## src/rtl/mem_port_arbiter.sv

```systemverilog
// rtl/mem_port_arbiter.sv - shares one SRAM-like port between IF and MEM, one transaction in flight
module mem_port_arbiter #(
  parameter int ADDR_W       = 32,
  parameter int DATA_W       = 32,
  parameter int STARVE_LIMIT = 4
) (
  input  logic                clk,
  input  logic                reset,
  input  logic                if_req,
  input  logic [ADDR_W-1:0]   if_addr,
  output logic                if_addr_ok,
  output logic                if_data_ok,
  output logic [DATA_W-1:0]   if_rdata,
  input  logic                mem_req,
  input  logic                mem_wr,
  input  logic [DATA_W/8-1:0] mem_wstrb,
  input  logic [ADDR_W-1:0]   mem_addr,
  input  logic [DATA_W-1:0]   mem_wdata,
  output logic                mem_addr_ok,
  output logic                mem_data_ok,
  output logic [DATA_W-1:0]   mem_rdata,
  output logic                ram_req,
  output logic                ram_wr,
  output logic [DATA_W/8-1:0] ram_wstrb,
  output logic [ADDR_W-1:0]   ram_addr,
  output logic [DATA_W-1:0]   ram_wdata,
  input  logic                ram_addr_ok,
  input  logic                ram_data_ok,
  input  logic [DATA_W-1:0]   ram_rdata
);

  localparam int CNT_W = $clog2(STARVE_LIMIT + 1);
  localparam logic [CNT_W-1:0] CNT_MAX = CNT_W'(STARVE_LIMIT);

  typedef enum logic [1:0] {IDLE, REQ, RESP} state_t;

  state_t           state, state_nxt;
  logic             owner_mem;
  logic [CNT_W-1:0] starve_cnt;
  logic             grant_mem, grant_if, done;

  always_comb begin
    state_nxt   = state;
    grant_mem   = 1'b0;
    grant_if    = 1'b0;
    done        = 1'b0;
    case (state)
      IDLE: begin
        // MEM wins unless IF has already been passed over STARVE_LIMIT times in a row
        grant_mem = mem_req && !(if_req && (starve_cnt == CNT_MAX));
        grant_if  = if_req && !grant_mem;
        if (grant_mem || grant_if) state_nxt = REQ;
      end
      REQ: begin
        if (ram_addr_ok) begin
          if (ram_data_ok) begin
            done      = 1'b1;
            state_nxt = IDLE;
          end else begin
            state_nxt = RESP;
          end
        end
      end
      RESP: begin
        if (ram_data_ok) begin
          done      = 1'b1;
          state_nxt = IDLE;
        end
      end
      default: state_nxt = IDLE;
    endcase

    // state is IDLE throughout reset, so only the grant strobes need masking
    if_addr_ok  = grant_if && !reset;
    mem_addr_ok = grant_mem && !reset;
    if_data_ok  = done && !owner_mem;
    mem_data_ok = done && owner_mem;
    if_rdata    = ram_rdata;
    mem_rdata   = ram_rdata;
  end

  always_ff @(posedge clk or posedge reset) begin
    if (reset) begin
      state      <= IDLE;
      owner_mem  <= 1'b0;
      starve_cnt <= '0;
      ram_req    <= 1'b0;
      ram_wr     <= 1'b0;
      ram_wstrb  <= '0;
      ram_addr   <= '0;
      ram_wdata  <= '0;
    end else begin
      state <= state_nxt;
      if (grant_mem || grant_if) begin
        owner_mem <= grant_mem;
        ram_req   <= 1'b1;
        ram_wr    <= grant_mem && mem_wr;
        ram_wstrb <= grant_mem ? mem_wstrb : '0;
        ram_addr  <= grant_mem ? mem_addr : if_addr;
        ram_wdata <= grant_mem ? mem_wdata : '0;
        if (grant_mem && if_req)
          starve_cnt <= (starve_cnt == CNT_MAX) ? starve_cnt : starve_cnt + 1'b1;
        else
          starve_cnt <= '0;
      end else if (state == REQ && ram_addr_ok) begin
        ram_req <= 1'b0;
      end
    end
  end

endmodule

```

## config.mk

```make
export PLATFORM = sky130hd
export DESIGN_NAME = mem_port_arbiter
export DESIGN_NICKNAME = d
export VERILOG_FILES = /design/src/rtl/mem_port_arbiter.sv
export SDC_FILE = /design/constraint.sdc
export NUM_CORES = 1
export LEC_CHECK = 0
export CORE_MARGIN = 2
export CORE_UTILIZATION = 32
export DETAILED_ROUTE_END_ITERATION = 10
export PLACE_DENSITY = 0.76
export REMOVE_ABC_BUFFERS = 1
export SKIP_CTS_REPAIR_TIMING = 1
export SLEW_MARGIN = 40
export SYNTH_ARGS = -nofsm -noshare
export SYNTH_HDL_FRONTEND = slang
export SYNTH_SLANG_ARGS = --single-unit
```

## constraint.sdc

```tcl
create_clock -name clk -period 3.1 [get_ports clk]
set_input_delay 0.62 -clock clk [delete_from_list [all_inputs] [get_ports clk]]
set_output_delay 0.62 -clock clk [all_outputs]
set_load 0.1 [all_outputs]
```

==> flow_summary.toml <==
[status]
status = "finished, final reports clean"

[sta]
report.final.slew_viol_count = 0
max_freq_ghz = 0.396
fin_ws_ps = 573
setup_viol = 0
hold_viol = 0
finClkSkew_ps = 5.21
worstMarginPinSlew_ps = 685
period_needed_ps = 2530
period_share_pct = 81.5
rsz0062_at_grt = "false"
fin_tns_setup_ps = 0
slew_headroom_pct = 54.3

[logic_synthesis]
ys_seq_area_share_pct = 45.2
synth_compound_area_share_pct = 1.55
synth_mux_area_share_pct = 27.8
netlist-cell-type-count = 28
yosys.area_share.simple_pct = 6.07
yosysWarningCount = 0
synth_area_per_cell_um2 = 11.3
synth_area_um2 = 4210
yosys.area_share.xor_xnor_pct = 0
syn_inst = 373
ys_ff_latch = 76
synth_top_family_by_area = "multiplexers"
synthAdderAreaFrac_pct = 1.49

[critical_path]
cp_slowest_stage_delay_ps = 620
worst-endpoint-required_ps = 2480
arrival_ps = 1910
crit_path_max_fanout = 6
ff2ff_path_depth = 6
path_cells = "clkdlybuf4s50_1, nand2_2, nor3_1, buf_12"
critPathKind = "input pin to output pin"
cp-end-kind = "output pin"
slowest_stage = "clkdlybuf4s50_1"
cp-start-kind = "input pin"

[die]
die_w_um = 119
io-pin-count = 277
start_util_pct = 33.1
die_h_um = 119
rows = 41
coreArea_um2 = 12700
die-area_um2 = 14100

[cells_and_area]
syn_to_final_growth_pct = 38.9
layout-drive-gt1-share_pct = 32.3
multi_input_area_um2 = 1570
fin_util_pct = 45.9
finalNonFillerCells = 665
seq_area_um2 = 1900
fillers = 1190
nets = 632
insertedDiodeCount = 0

[placement]
dp.cells = 649
portBuffers = 180
dpl_worst_slack_ps = 500
gp_congestion = 0.750
dp_hpwl_um = 9180

[global_routing]
antenna_found_initial = 0
grt-busiest-layer = "met2"
grt-ovfl-total = 0
grt_pass1_wl_um = 18800
grt_use_total_pct = 17.6
grt_max_degree = 77
met1_usage_pct = 20.3
grt_pass1_vias = 3376
grt_util_met2_pct = 22.7
gr-usage-met3_pct = 14.5

[clock_network]
clkTransAtPathRegs_ps = 60
clockBufferDepth = 2
clock_latency_ps = 330
cts_tree = "built"
clock-sinks = 76
root_buffer = "clkbuf_16"
cts_max_level = 3
cts_buffers = 9

[drt]
drtPass1Iterations = 4
antenna_left = 0
drcViolationCount = 0
vias_per_cell = 4.59
drtIter0Drc = 115
wl_per_cell_um = 18.2
wl_um = 12100
route.vias.total = 3053

[run]
max_cap_violations = 0

[hold_path]
hold_path.class = "flop to flop"
min_path_cells = 2
[synth_stat cells]
master    count  area [um^2]
dfrtp_1      76         1900
buf_4        68          510
mux2_2       47          529
nand2_1      46          173
inv_1        42          158
mux2i_1      37          370
mux2_4       18          270
buf_2         6         30.0
ha_1          5         62.6
buf_6         4         45.0
nor3_1        3         15.0
a32o_1        2         20.0
clkbuf_1      2         7.51
nor2b_1       2         12.5
nor3b_1       2         15.0
a21boi_0      1         7.51
a21o_1        1         7.51
a21oi_1       1         5.00
a31oi_1       1         6.26
and2_1        1         6.26
and2_4        1         8.76
nand2_2       1         6.26
nand2b_1      1         6.26
nand3_1       1         5.00
o21ai_0       1         5.00
o22ai_1       1         6.26
o31ai_1       1         7.51
or4_1         1         7.51
[critical path: cells and delay by family]
| kind | cells | cell delay (ps) |
|---|---|---|
| buffers and inverters | 2 | 850 |
| and+or+nand+nor | 2 | 430 |
[placed cells by master, fill, tap and decap left out, types with 2 or more instances in the layout]
cell type,n
clkdlybuf4s50_1,106
dfrtp_1,76
buf_4,73
mux2_2,47
nand2_1,46
inv_1,41
mux2i_1,37
mux2_4,18
clkbuf_16,9
ha_1,5
clkbuf_1,4
buf_12,4
nor3_1,3
a32o_1,2
nor3b_1,2
nor2b_1,2
clkbuf_8,2
[final timing paths]
path                               start  slack (ps)       endpoint
worst max-delay path              if_req         570     if_addr_ok
worst min-delay path             ram_req         490        ram_req
worst max register to register  state[0]         940   ram_addr[26]
worst min register to register   ram_req         490        ram_req
max in group asynchronous          reset        1800  ram_wdata[23]
min in group asynchronous          reset         840   ram_addr[14]
[cell families (layout without fill, tap and decap cells)]
group | Yosys count | count (layout)
AOI/OAI and AO/OA | 9 | 9
adders and majority gates | 5 | 5
buffers and inverters | 122 | 242
DFF | 76 | 76
muxes | 102 | 102
and+or+nand+nor | 59 | 59
[registers in the layout, summed over array words and instances (netlist names)]
name,flops
owner_mem,1
ram_addr,32
ram_req,1
ram_wdata,32
ram_wr,1
ram_wstrb,4
starve_cnt,3
state,2
[cell type report]
class	count	share of cell area, %
clock inverters	1	0.514
inverters	42	2.72
flip-flops and latches	76	32.6
clock buffers	15	4.58
repair buffers	184	29.1
well taps	172	3.68
multi-input cells	175	26.8
[through the flow]
stage	cell area, um^2	hold WS [ps]
4_1_cts	5840	484
6_report	5840	485
2_1_floorplan	3610	465
3_5_place_dp	5540	471
3_3_place_gp	5540	466
5_1_grt	5840	510
[metal layers]
| layer | routed length (um) | up-vias |
|---|---|---|
| met2 | 4720 | 243 |
| li1 | - | 1369 |
| met1 | 4940 | 1425 |
| met3 | 2160 | 14 |
| met5 | 75 | - |
| met4 | 197 | 2 |
Power is not shown: default switching activity piles up to over one toggle a cycle in this logic, so the estimate is an artifact.
